$ cat config.mk
export PLATFORM = sky130hd
export DESIGN_NAME = ex_muldiv_unit
export DESIGN_NICKNAME = d
export VERILOG_FILES = /design/src/rtl/ex_muldiv_unit.sv
export SDC_FILE = /design/constraint.sdc
export NUM_CORES = 1
export LEC_CHECK = 0
export ABC_CLOCK_PERIOD_IN_PS = 2950
export BUFFER_PORTS_ARGS = -buffer_cell sky130_fd_sc_hd__buf_2
export CAP_MARGIN = 20
export CELL_PAD_IN_SITES_DETAIL_PLACEMENT = 1
export CELL_PAD_IN_SITES_GLOBAL_PLACEMENT = 1
export CORE_AREA = 2 2 220 222
export DETAILED_ROUTE_END_ITERATION = 8
export DIE_AREA = 0 0 222 224
export GPL_TIMING_DRIVEN = 0
export PLACE_DENSITY_LB_ADDON = 0.2
export SLEW_MARGIN = 20
export SYNTH_ARGS = -nofsm -noshare
export SYNTH_HDL_FRONTEND = slang
export SYNTH_SLANG_ARGS = --single-unit
$ cat constraint.sdc
create_clock -name clk_i -period 2.95 [get_ports clk_i]
set_input_delay 0 -clock clk_i [delete_from_list [all_inputs] [get_ports clk_i]]
set_output_delay 0 -clock clk_i [all_outputs]
set_load 0.01 [all_outputs]
$ cat src/rtl/ex_muldiv_unit.sv
// EX-stage forwarding operand mux plus a 32-iteration unsigned MUL/DIV/REM engine
// that stalls the pipeline from the start cycle until the result is ready.
module ex_muldiv_unit (
  input  logic        clk_i,
  input  logic        rst_i,
  input  logic        valid_i,
  input  logic [1:0]  op_i,
  input  logic        flush_i,
  input  logic [31:0] Rs_data_i,
  input  logic [31:0] Rt_data_i,
  input  logic [31:0] EX_MEM_data_i,
  input  logic [31:0] MEM_WB_data_i,
  input  logic [1:0]  Rs_fwd_i,
  input  logic [1:0]  Rt_fwd_i,
  output logic [31:0] rs_op_o,
  output logic [31:0] rt_op_o,
  output logic [31:0] result_o,
  output logic        done_o,
  output logic        stall_o
);

  // state  | meaning
  // S_IDLE | waiting for a MUL/DIV/REM start cycle
  // S_BUSY | one shift-add or restoring-divide iteration per cycle
  // S_DONE | result_o valid, done_o pulses, back to S_IDLE next cycle
  typedef enum logic [1:0] {S_IDLE, S_BUSY, S_DONE} state_e;

  localparam logic [1:0] OP_MUL = 2'b01;
  localparam logic [1:0] OP_DIV = 2'b10;

  state_e      state_q, state_d;
  logic [4:0]  cnt_q, cnt_d;
  logic [31:0] a_q, a_d;
  logic [31:0] b_q, b_d;
  logic [1:0]  op_q, op_d;
  logic        dz_q, dz_d;
  logic [63:0] rq_q, rq_d;
  logic [31:0] result_q, result_d;
  logic [32:0] diff;
  logic        start_w;

  always_comb begin
    unique case (Rs_fwd_i)
      2'b10:   rs_op_o = EX_MEM_data_i;
      2'b01:   rs_op_o = MEM_WB_data_i;
      default: rs_op_o = Rs_data_i;
    endcase
    unique case (Rt_fwd_i)
      2'b10:   rt_op_o = EX_MEM_data_i;
      2'b01:   rt_op_o = MEM_WB_data_i;
      default: rt_op_o = Rt_data_i;
    endcase
  end

  assign start_w  = (state_q == S_IDLE) && valid_i && (op_i != 2'b00) && !flush_i;
  assign stall_o  = start_w || ((state_q == S_BUSY) && !flush_i);
  assign done_o   = (state_q == S_DONE) && !flush_i;
  assign result_o = result_q;

  // Trial subtract of the divisor from the shifted-in upper half; bit 32 is the borrow.
  assign diff = {1'b0, rq_q[62:31]} - {1'b0, b_q};

  always_comb begin
    state_d  = state_q;
    cnt_d    = cnt_q;
    a_d      = a_q;
    b_d      = b_q;
    op_d     = op_q;
    dz_d     = dz_q;
    rq_d     = rq_q;
    result_d = result_q;
    unique case (state_q)
      S_IDLE: begin
        if (start_w) begin
          state_d = S_BUSY;
          a_d     = rs_op_o;
          b_d     = rt_op_o;
          op_d    = op_i;
          cnt_d   = 5'd0;
          dz_d    = (rt_op_o == 32'd0);
          rq_d    = (op_i == OP_MUL) ? 64'd0 : {32'd0, rs_op_o};
        end
      end
      S_BUSY: begin
        if (flush_i) begin
          state_d = S_IDLE;
        end else begin
          cnt_d = cnt_q + 5'd1;
          if (op_q == OP_MUL) begin
            if (b_q[0]) rq_d[31:0] = rq_q[31:0] + a_q;
            a_d = {a_q[30:0], 1'b0};
            b_d = {1'b0, b_q[31:1]};
          end else if (diff[32]) begin
            rq_d = {rq_q[62:0], 1'b0};
          end else begin
            rq_d = {diff[31:0], rq_q[30:0], 1'b1};
          end
          if (cnt_q == 5'd31) begin
            state_d = S_DONE;
            if (op_q == OP_MUL)      result_d = rq_d[31:0];
            else if (op_q == OP_DIV) result_d = dz_q ? 32'hFFFF_FFFF : rq_d[31:0];
            else                     result_d = dz_q ? a_q : rq_d[63:32];
          end
        end
      end
      S_DONE:  state_d = S_IDLE;
      default: state_d = S_IDLE;
    endcase
  end

  always_ff @(posedge clk_i or negedge rst_i) begin
    if (!rst_i) begin
      state_q  <= S_IDLE;
      cnt_q    <= 5'd0;
      a_q      <= 32'd0;
      b_q      <= 32'd0;
      op_q     <= 2'b00;
      dz_q     <= 1'b0;
      rq_q     <= 64'd0;
      result_q <= 32'd0;
    end else begin
      state_q  <= state_d;
      cnt_q    <= cnt_d;
      a_q      <= a_d;
      b_q      <= b_d;
      op_q     <= op_d;
      dz_q     <= dz_d;
      rq_q     <= rq_d;
      result_q <= result_d;
    end
  end

endmodule

==> summary by stage, run 1 <==
Final layout
In the layout the commonest cells are 264 x nand2_1, 238 x buf_2, 180 x o21ai_0, 150 x dfrtp_1, 111 x a21oi_1. Leaving out fill and tap cells, the most frequent cell in the layout is nand2_1. The finished layout cell area is 18800 um^2. In the final layout, the share of cells above drive strength 1 is 28.6%. The number of nets in the finished design is 2337. The post-synthesis to final-layout area growth is 33.9%.

Power
The worst-case IR drop observed on VDD is 0.460 mV. The power per cell area is 905 nW/um^2. The clock power share is 13.3%.

For this design the total switching power over the nets is 8620 uW. The fraction of power spent switching nets is 50.7%. The leakage power figure is 0.00836 uW.

Per report_power, the sequential group accounts for 22.4% of the total. Internal power comes to 8380 uW. The combinational share of power is 64.3%.

Place
Routability-driven placement finished with a final weighted congestion of 0.946. Summing all placed instances gives a cell area of 16000 um^2. During placement, the flow inserted port buffers numbering 235. The sum of net half-perimeters after detailed placement is 63500 um.

Timing
Setup repair after global routing could not meet its margin everywhere. For the pin with the worst max-slew slack, the measured transition is 1.22 ns. After routing, the total negative slack on setup checks comes to -1.50 ns. The maximum operating frequency is 320 MHz. The shortest period the worst path allows is 3.13 ns. The minimum setup slack in the final design is -0.176 ns. The final-report max-slew violation count is 0. The final-report setup violation count is 22. The worst pin sits at a relative slew slack of 18.0%. The period utilization is 106%. Between clock sinks in the finished design, the worst skew comes to 0.0159 ns. The number of hold violations in the final report is 0.

Synth
After synthesis the netlist holds a flip-flop and latch count of 169. The number of different library cells used by synthesis comes to 86. The cell area after synthesis is 14000 um^2. The most used flip-flop cell after synthesis is dfrtp_1.

When the netlist entered floorplanning its net count stood at 2005. Of the synthesized area, sequential elements account for 30.1%. Dividing the synthesized area by the synthesized cell count gives 7.82 um^2. Counting flops with a built-in enable in the synthesized netlist gives 0.

The number of warning messages in the yosys log is 0. Synthesis produced a netlist whose cell count is 1795. The proportion of register bits with asynchronous set or reset after synthesis is 100%.

GRT
Summed over all layers, the global routing overflow is 0. The initial antenna violation count is 4. The first global-routing pass estimated 117000 um of wire.

The maximum number of pins on one net before global-route repair is 91. In the global route stage, overall resource usage came out at 32.4%. The via count of the first global-routing pass is 16906.

Routing
The routed wirelength normalized by instance count is 30.2 um. The first detailed-routing pass ran for 5 iterations. The first routing iteration left 1310 violations.

The overall routed net length is 83200 um. Dividing the detail-routed via count by the number of cells gives 6.06. The amount of wire on met3 after detailed routing is 7010 um. The count of nets left with antenna violations once routing finished came out at 0.

For this run, design rule violations remaining after detail routing come to 0. The detailed router placed 16696 vias in this run. Signal routing reaches up to met5. The met1 layer wirelength in the final routing is 33600 um. Wire segments on met2 add up to 37600 um in the final route.

Run
The tool flagged a number of max-cap violations equal to 0.

CTS
The later pin in the worst-skew pair is clocked with a latency of 0.47 ns. CTS built an H-tree with a depth of 4. The root buffer cell is clkbuf_16. The total clock buffers created by CTS is 17.

The buffer levels on the longest clock path is 2. The clock tree from TritonCTS is yes. The sink count of the clock tree is 169. The clock transition at the registers of the reported paths is 0.08 ns.

Floorplan
The number of standard-cell rows in the floorplan is 80. The I/O pin count is 236. The area of the placeable core is 47300 um^2.

The area of the die is 49700 um^2. The vertical extent of the die is 224 um. The initial utilization of the core area, before any placement, comes to 29.7%. The horizontal extent of the die is 222 um.

Setup path
The highest net fanout along the worst path is 7. The critical path startpoint category is a register. The critical path is of the reg2reg type. Data on the critical path is required at its endpoint by 3.30 ns.

The type of element capturing the critical path is a register. Data arrives at the worst endpoint at 3.48 ns.

Status
The flow ran to the end, but the final reports show violations. The final reports fail on negative setup slack.

Worst hold path
The worst hold-check path type is in2reg.
-- cells by family after synthesis --
| family | after synthesis | share of synthesized area (%) |
|---|---|---|
| mux | 88 | 6.34 |
| simple gates | 527 | 16.5 |
| xor+xnor | 52 | 3.24 |
| compound gates | 707 | 32.1 |
| buf+inv | 179 | 5.15 |
| flops | 169 | 30.1 |
| fa+ha+maj | 73 | 6.59 |
-- state kept, by name (all words and copies together), names as in the netlist --
register,count
dz_q,1
state_q,2
op_q,2
b_q,32
a_q,32
rq_q,63
cnt_q,5
result_o,32
-- Yosys cell counts, types with 30 or more instances --
library cell  number  area share [%]
nand2_1          273             7.3
o21ai_0          200             7.1
dfrtp_1          169              30
a21oi_1          134             4.8
nor2_1           112             3.0
clkbuf_1         100             2.7
mux2i_1           81             5.8
a22oi_1           70             3.7
ha_1              70             6.2
o21ai_1           56             2.0
inv_1             54             1.4
o211ai_1          30             1.6
-- routing by layer --
metal	vias to the layer above	global-route usage, %
li1	7275	-
met1	8362	40.4
met2	848	51.1
met3	203	7.74
met4	8	19.2
met5	-	0
-- timing repair --
item / in CTS / in global routing
hold endpoints to repair: 81 / 0
hold buffers: 4 / 0
gates cloned: 0 / 1
endpoints found under the setup margin: 158 / 110
pin swaps: 41 / 77
resized for setup: 146 / 219
setup buffers: 27 / 52
-- path summary, 6_finish.rpt --
kind / slack, ns / start / depth (start not counted) / to
worst max-delay path: -0.18 / b_q[29] / 15 / result_o[23]
worst min-delay path: 0.08 / Rs_data_i[0] / 3 / a_q[0]
worst max register to register: -0.18 / b_q[29] / 15 / result_o[23]
worst min register to register: 0.48 / cnt_q[4] / 2 / cnt_q[4]
max in group asynchronous: 1.81 / rst_i / 3 / b_q[17]
min in group asynchronous: 0.13 / rst_i / 2 / rq_q[56]
-- through the flow --
step | hold slack (ns) | instances | power, uW | util (%) | worst slack (ns)
after floorplan | -0.296 | 1795 | 9050 | - | 0.0208
after global placement | 0.347 | 2645 | 11900 | 33.8 | -1.21
after detailed placement | 0.0595 | 2647 | 12100 | 33.9 | -1.17
after CTS | 0.0231 | 2709 | 15200 | 36.9 | -0.232
after global routing | 0.148 | 2755 | 17900 | 39.7 | -0.212
final | 0.0763 | 2757 | 17000 | 39.7 | -0.176
-- power by group through the flow --
stage / Clock, uW / Combinational [uW] / Sequential, uW
floorplan: 0 / 5690 / 3360
CTS: 2270 / 9260 / 3700
global placement: 0 / 8170 / 3710
detailed placement: 0 / 8350 / 3740
finish: 2260 / 10900 / 3810
global route: 2350 / 11700 / 3860
-- critical path, stage by stage, from the launching register on --
cell and delay [ns]:
dfrtp_1 0.38, inv_1 0.15, ha_1 0.26, buf_2 0.17, a21o_1 0.24, a31oi_4 0.24
and2_4 0.19, o21a_2 0.17, a21oi_4 0.07, buf_12 0.15, buf_12 0.15, buf_12 0.15
buf_6 0.12, a31oi_4 0.22, a21oi_2 0.11, a211o_1 0.26
-- layout make-up --
| type | count | area, um^2 |
|---|---|---|
| Multi-Input combinational cell | 1447 | 10400 |
| Timing Repair Buffer | 320 | 1960 |
| Inverter | 55 | 209 |
| Clock buffer | 22 | 484 |
| Sequential cell | 169 | 4250 |
| Buffer | 117 | 593 |
| Clock inverter | 10 | 68.8 |
| Fill cell | 5719 | 28600 |
| Antenna cell | 2 | 5.00 |
| Tap cell | 615 | 769 |
Power figures use the tool's default switching activity.
==> inputs of run 2 (changes only) <==
--- a/config.mk
+++ b/config.mk
@@ -6,7 +6,7 @@
 export NUM_CORES = 1
 export LEC_CHECK = 0
 export ABC_CLOCK_PERIOD_IN_PS = 2950
-export BUFFER_PORTS_ARGS = -buffer_cell sky130_fd_sc_hd__buf_2
+export BUFFER_PORTS_ARGS = -buffer_cell sky130_fd_sc_hd__clkbuf_2
 export CAP_MARGIN = 20
 export CELL_PAD_IN_SITES_DETAIL_PLACEMENT = 1
 export CELL_PAD_IN_SITES_GLOBAL_PLACEMENT = 1
==> run 2 against run 1 <==
The run still ends with negative setup slack left; combinational power about the same; flip-flop and latch count unchanged; critical endpoint is now result_o[15]; sequential share of layout area down 0.19 points; first-iteration DRC count up 1.5%; power up 2.0%; maximum frequency down 0.59%; core utilization up 0.27 points.
==> summary by stage, run 2 (synthesized netlist as in run 1, its figures left out) <==
Routing
The number of DRC markers in iteration 0 is 1329 (+1.5%). The count of unresolved DRC violations after routing is 0 (unchanged). The routed wirelength normalized by instance count is 30.2 um (+0.11%). The overall routed net length was 83400 um (+0.29%). The total vias in the final route is 16719 (+0.14%). The ratio of routed vias to standard cells is 6.05 (about the same).

The first-pass iteration count of the detailed router is 5 (unchanged). The number of routed nets with antenna violations came to 0 (unchanged).

Setup path
The arrival time at the worst endpoint is 3.50 ns (+0.02 ns). The highest net fanout along the worst path is 5 (-2). The number of buffer and inverter instances along the worst setup path was 3 (-3). The gate family responsible for the most delay along the worst path is compound AO/OA/AOI/OAI gates. Walking the worst path, the cells encountered are ha_4 -> fa_2 -> nand2b_4 -> a21o_4 -> a21oi_4 -> a41oi_4 -> a21oi_4 -> buf_6 -> buf_12 -> buf_6 -> mux2i_4 -> o32a_1 -> o21ai_1. The number of cell instances on the worst register-to-register path is 13 (-2). For this design, the slowest cell found on the critical path is dfrtp_1.

STA classifies the critical path endpoint as a register. The biggest cell delay along the critical path was 0.43 ns (+0.05 ns). STA classifies the critical path startpoint as a register. The required arrival time at the worst endpoint is 3.31 ns (about the same). By startpoint and endpoint, the worst setup path is classified as reg2reg.

The path length in cells of the critical path is 13 (-2).

Place
The pre-CTS setup slack is -1.17 ns (+0.00253 ns). The placer congestion estimate was 0.924 (-2.3%). The sum of net half-perimeters after detailed placement came to 63900 um (+0.55%).

The post-place instance area was 16100 um^2 (+0.18%). The count of input and output buffers is 235 (unchanged).

GRT
The maximum number of pins on one net before global-route repair came to 64 (-30%). The initial antenna violation count was 3 (-1). The via count of the first global-routing pass is 17130 (+1.3%). The aggregate global-route resource usage is 32.7% (+0.25 points). The aggregate global routing overflow was 0 (unchanged). The global-route wire length before repair is 119000 um (+0.91%).

Final layout
The total area of sequential cells is 4250 um^2 (-0.18%). The flip-flop count of the largest register after layout is 63 (unchanged). The number of nets in the finished design is 2343 (+0.26%).

The top cell types in the final layout, fill and taps aside, are 264 x nand2_1, 254 x clkbuf_2, 183 x o21ai_0, 156 x dfrtp_1, 110 x a21oi_1. The total of fill cells in the finished design is 5670 (-0.86%). The total area of multi-input combinational cells is 10400 um^2 (-0.44%).

Leaving out fill and tap cells, the most frequent cell in the layout is nand2_1. The finished layout cell area is 18900 um^2 (+0.67%). The area growth from synthesis to layout is 34.8%. The ratio of cells with drive above 1 in the final layout came to 28.4% (-0.27 points). The register with the most flip-flops is rq_q.

Timing
The number of hold violations in the final report was 0 (unchanged). The final-report max-slew violation count is 0 (unchanged). The shortest period the worst path allows was 3.14 ns (+0.0184 ns). The period utilization is 107% (+0.62 points). The max-slew headroom at the worst pin came to 16.6% (-1.4 points). The minimum setup slack in the final design is -0.194 ns (-0.0184 ns).

The maximum operating frequency is 318 MHz (-0.59%). Setup repair after global routing could not meet its margin everywhere. The final-report setup violation count came to 39 (+77%). The maximum clock skew at final layout came to 0.0135 ns (-0.00239 ns). The transition time of the tightest slew-check pin is 1.24 ns (+0.0207 ns).

Power
The fraction of power spent switching nets is 50.3% (-0.43 points). The total net switching power is 8720 uW (+1.2%). The internal power component came to 8630 uW (+2.9%). The combinational share of power is 63.4% (-0.9 points). The power per cell area was 917 nW/um^2 (+1.3%). The largest vdd supply drop was 0.489 mV (+6.2%). The sequential fraction of design power is 21.9% (-0.5 points). The clock power share is 14.7% (+1.4 points). The leakage power figure is 0.00846 uW (+1.2%).

CTS
The sink count of the clock tree was 169 (unchanged). The total clock buffers created by CTS is 17 (unchanged). TritonCTS built the clock tree.

The clock latency on the worst-skew pair came to 0.48 ns (about the same). The root buffer cell is clkbuf_16. The clock transition at the registers of the reported paths is 0.08 ns (about the same).

The buffer levels on the longest clock path is 2 (unchanged). The number of H-tree levels is 4 (unchanged).

Floorplan
The starting density of the core came to 29.7% (unchanged). The horizontal extent of the die is 222 um (unchanged). The vertical extent of the die came to 224 um (unchanged). The area of the placeable core is 47300 um^2 (unchanged).

The number of standard-cell rows in the floorplan was 80 (unchanged). The area of the die is 49700 um^2 (unchanged). The I/O pin count is 236 (unchanged).

Worst hold path
The worst hold path depth is 3 (unchanged). The path class of the tightest hold or removal check is in2reg.

Run
The reported max-cap violation count was 0 (unchanged).

Status
The flow ran to the end, but the final reports show violations. The checks that failed: negative setup slack.
[run 2: metal layers]
metal  track usage [%]  part of all wire (%)
met4              17.5                   5.9
met1              40.5                    40
met3              8.39                   8.6
met5                 0                 0.014
met2              52.1                    45
[run 2: final timing paths]
path / start / end / slack (ns)
worst max-delay path: b_q[0] / result_o[15] / -0.19
worst min-delay path: Rs_data_i[0] / a_q[0] / 0.04
worst max register to register: b_q[0] / result_o[15] / -0.19
worst min register to register: result_o[7] / result_o[7] / 0.50
max in group asynchronous: rst_i / a_q[5] / 1.80
min in group asynchronous: rst_i / rq_q[56] / 0.09
[run 2: final cells by class]
type | count | area share, %
repair buffers | 324 | 10.9
plain buffers | 119 | 3.22
inverters | 55 | 1.09
diodes | 1 | 0.0132
multi-input cells | 1447 | 55.0
flip-flops and latches | 169 | 22.4
well taps | 615 | 4.07
clock inverters | 13 | 1.03
clock buffers | 19 | 2.29
[run 2: metrics by stage]
| step | hold WS (ns) | utilization, % | TNS [ns] | cells | total power (uW) |
|---|---|---|---|---|---|
| 2_1_floorplan | -0.296 | - | 0 | 1795 | 9050 |
| 3_3_place_gp | 0.348 | 33.8 | -364.99 | 2645 | 11900 |
| 3_5_place_dp | 0.0519 | 33.9 | -82.84 | 2648 | 12100 |
| 4_1_cts | 0.00706 | 38.0 | -2.76 | 2731 | 15800 |
| 5_1_grt | 0.0220 | 40.0 | -5.17 | 2761 | 18200 |
| 6_report | 0.0387 | 40.0 | -3.08 | 2762 | 17300 |
[run 2: worst register-to-register path, cell delays in order, from the launching register on]
cell and delay (ns):
dfrtp_1 0.43, ha_4 0.18, fa_2 0.35, nand2b_4 0.16, a21o_4 0.22, a21oi_4 0.20, a41oi_4 0.21, a21oi_4 0.23
buf_6 0.13, buf_12 0.11, buf_6 0.10, mux2i_4 0.31, o32a_1 0.31, o21ai_1 0.09
[run 2: power by group through the flow]
stage / clock network (uW) / registers (uW) / logic, uW
2_1_floorplan: 0 / 3360 / 5690
3_3_place_gp: 0 / 3730 / 8190
3_5_place_dp: 0 / 3750 / 8350
4_1_cts: 2550 / 3710 / 9560
5_1_grt: 2640 / 3860 / 11700
6_report: 2550 / 3800 / 11000
[run 2: timing repair]
item,CTS,global route
hold buffers,4,0
resized for setup,189,167
gates cloned,1,0
pin swaps,65,76
setup buffers,47,37
setup endpoints to repair,159,91
endpoints found under the hold margin,64,0
==> inputs of run 3 (changes only) <==
--- a/config.mk
+++ b/config.mk
@@ -10,9 +10,10 @@
 export CAP_MARGIN = 20
 export CELL_PAD_IN_SITES_DETAIL_PLACEMENT = 1
 export CELL_PAD_IN_SITES_GLOBAL_PLACEMENT = 1
-export CORE_AREA = 2 2 220 222
+export CORE_AREA = 2 2 193 195
+export CTS_BUF_LIST = sky130_fd_sc_hd__clkbuf_8
 export DETAILED_ROUTE_END_ITERATION = 8
-export DIE_AREA = 0 0 222 224
+export DIE_AREA = 0 0 195 197
 export GPL_TIMING_DRIVEN = 0
 export PLACE_DENSITY_LB_ADDON = 0.2
 export SLEW_MARGIN = 20
==> run 3 against run 2 <==
The run still ends with negative setup slack left; flip-flop and latch count is the same; critical path depth stayed put; core utilization is 11 points higher; highest routed layer is now met4; combinational power barely moved; final area down 2.9%.
==> summary by stage, run 3 (synthesized netlist as in run 1, its figures left out) <==
Final layout
Leaving out fill and tap cells, the most frequent cell in the layout is clkbuf_2. In the layout the commonest cells are 257 x clkbuf_2, 256 x nand2_1, 180 x o21ai_0, 156 x dfrtp_1, 110 x a21oi_1. The number of diodes is 0 (-1). The flip-flop count of the largest register after layout is 63 (unchanged). The ratio of cells with drive above 1 in the final layout came to 28.1% (-0.30 points). The finished layout cell area is 18400 um^2 (-2.9%). The register with the most flip-flops is rq_q. The number of nets in the finished design is 2341 (-0.085%). The post-synthesis to final-layout area growth is 30.8%.

GRT
The aggregate global routing overflow was 0 (unchanged). The maximum number of pins on one net before global-route repair is 81 (+27%). The via count of the first global-routing pass came to 17172 (+0.25%). The initial antenna violation count was 0 (-3). The global-route wire length before repair is 114000 um (-3.8%).

The aggregate global-route resource usage is 40.4% (+7.8 points).

Timing
The number of hold violations in the final report came to 0 (unchanged). The maximum operating frequency is 304 MHz (-4.4%). The max-slew headroom at the worst pin is 15.6% (-1.0 points). The final-report setup violation count was 53 (+36%). The worst slack on hold paths is 0.0226 ns (-0.0161 ns). The maximum clock skew at final layout is 0.0251 ns (+0.0116 ns). Setup repair after global routing could not meet its margin everywhere. The minimum setup slack in the final design is -0.338 ns (-0.144 ns). The period utilization is 111% (+4.9 points).

The final-report max-slew violation count is 0 (unchanged). The transition time of the tightest slew-check pin is 1.25 ns (+0.0150 ns). The shortest period the worst path allows was 3.29 ns (+0.144 ns).

Routing
The first-pass iteration count of the detailed router is 6 (+1). The count of unresolved DRC violations after routing is 0 (unchanged). The number of DRC markers in iteration 0 is 1796 (+35%). The number of routed nets with antenna violations is 0 (unchanged). The total vias in the final route is 17117 (+2.4%).

The routed wirelength normalized by instance count is 31.0 um (+2.5%). The overall routed net length is 80900 um (-3.0%). The ratio of routed vias to standard cells was 6.55 (+8.3%).

Setup path
The biggest cell delay along the critical path is 0.39 ns (-0.04 ns). The critical path goes through inv_1 -> ha_1 -> buf_2 -> nand4_1 -> nor3_4 -> buf_4 -> a41oi_4 -> a21oi_4 -> buf_6 -> buf_12 -> mux2i_4 -> a21oi_1 -> a221o_1. The highest net fanout along the worst path is 9 (+4). Among cell families on the critical path, the largest total delay comes from compound AO/OA/AOI/OAI gates. The required arrival time at the worst endpoint is 3.34 ns (+0.03 ns). The worst setup path is launched from a register. The setup path with the least slack is of type reg2reg.

The internal reg-to-reg setup slack is -0.34 ns (-0.14 ns). The type of element capturing the critical path is a register. The number of buffer and inverter instances along the worst setup path is 5 (+2). The worst-path cell with the longest stage delay is mux2i_4. The arrival time at the worst endpoint is 3.68 ns (+0.18 ns).

Status
The final reports fail on negative setup slack. The flow ran to the end, but the final reports show violations.

Floorplan
The I/O pin count was 236 (unchanged). The vertical extent of the die was 197 um (-12%). The area of the die is 38400 um^2 (-23%). The number of standard-cell rows in the floorplan was 70 (-13%). The starting density of the core was 38.7% (+9.1 points). The area of the placeable core is 36300 um^2 (-23%).

The horizontal extent of the die is 195 um (-12%).

CTS
The buffer levels on the longest clock path is 2 (unchanged). The total clock buffers created by CTS is 17 (unchanged). TritonCTS built the clock tree. The root buffer cell is clkbuf_8.

The number of H-tree levels is 4 (unchanged). The clock transition at the registers of the reported paths is 0.12 ns (+0.04 ns). The clock latency on the worst-skew pair is 0.51 ns (+0.03 ns).

The sink count of the clock tree was 169 (unchanged).

Worst hold path
The min-delay analysis places its worst path in the category in2reg.

Place
The placer congestion estimate came to 0.952 (+3.0%). The sum of net half-perimeters after detailed placement is 59800 um (-6.3%). The count of input and output buffers is 235 (unchanged). The post-place instance area is 15900 um^2 (-1.2%).

Power
The largest vdd supply drop was 0.369 mV (-24%). The power per cell area was 891 nW/um^2 (-2.7%). The leakage power figure is 0.00831 uW (-1.7%).

Run
The reported max-cap violation count is 0 (unchanged).
[run 3: cell type report]
type / count / area (um^2)
Tap cell: 468 / 586
Fill cell: 4424 / 17900
Clock buffer: 18 / 248
Timing Repair Buffer: 319 / 2030
Inverter: 55 / 206
Buffer: 122 / 597
Clock inverter: 14 / 160
Multi-Input combinational cell: 1447 / 10300
Sequential cell: 169 / 4250
[run 3: layer usage]
layer,vias up,GRT usage (%),part of all wire (%)
li1,7266,-,-
met1,8435,50.1,38
met2,1137,64.9,45
met3,279,10.6,10
met4,0,20.9,6.3
met5,-,0,0
[run 3: report_power, final]
part | internal, uW | leakage [uW] | switching [uW]
Clock | 798 | 0.000205 | 1050
Combinational | 4090 | 0.00591 | 6640
Sequential | 2870 | 0.00220 | 931
Total | 7750 | 0.00831 | 8620
[run 3: timing repair]
| item | 4_1_cts | 5_1_grt |
|---|---|---|
| hold buffers | 5 | 0 |
| pin swaps | 62 | 61 |
| gates cloned | 2 | 1 |
| setup buffers | 41 | 35 |
| setup endpoints to repair | 157 | 119 |
| endpoints found under the hold margin | 91 | 0 |
| resized for setup | 172 | 162 |
[run 3: tightest hold or removal path, cell delays in order]
cell and delay (ns):
clkbuf_2 0.09, a21oi_1 0.15, o31ai_1 0.27
[run 3: worst paths after layout]
path | from | end | cells after the start
max | b_q[20] | result_o[19] | 13
min | Rs_data_i[0] | a_q[0] | 3
max reg2reg | b_q[20] | result_o[19] | 13
min reg2reg | result_o[15] | result_o[15] | 2
max in group asynchronous | rst_i | rq_q[14] | 4
min in group asynchronous | rst_i | result_o[30] | 3
[run 3: per-stage QoR]
step / setup TNS (ns) / util, % / total power [uW] / std cells / setup slack (ns)
finish: -6.28 / 50.6 / 16400 / 2612 / -0.338
global route: -8.98 / 50.6 / 17100 / 2612 / -0.392
CTS: -3.22 / 48.2 / 14900 / 2579 / -0.204
detailed placement: -68.32 / 43.8 / 12000 / 2500 / -0.961
global placement: -311.62 / 43.6 / 11800 / 2498 / -1.50
floorplan: 0 / - / 9050 / 1795 / 0.0208
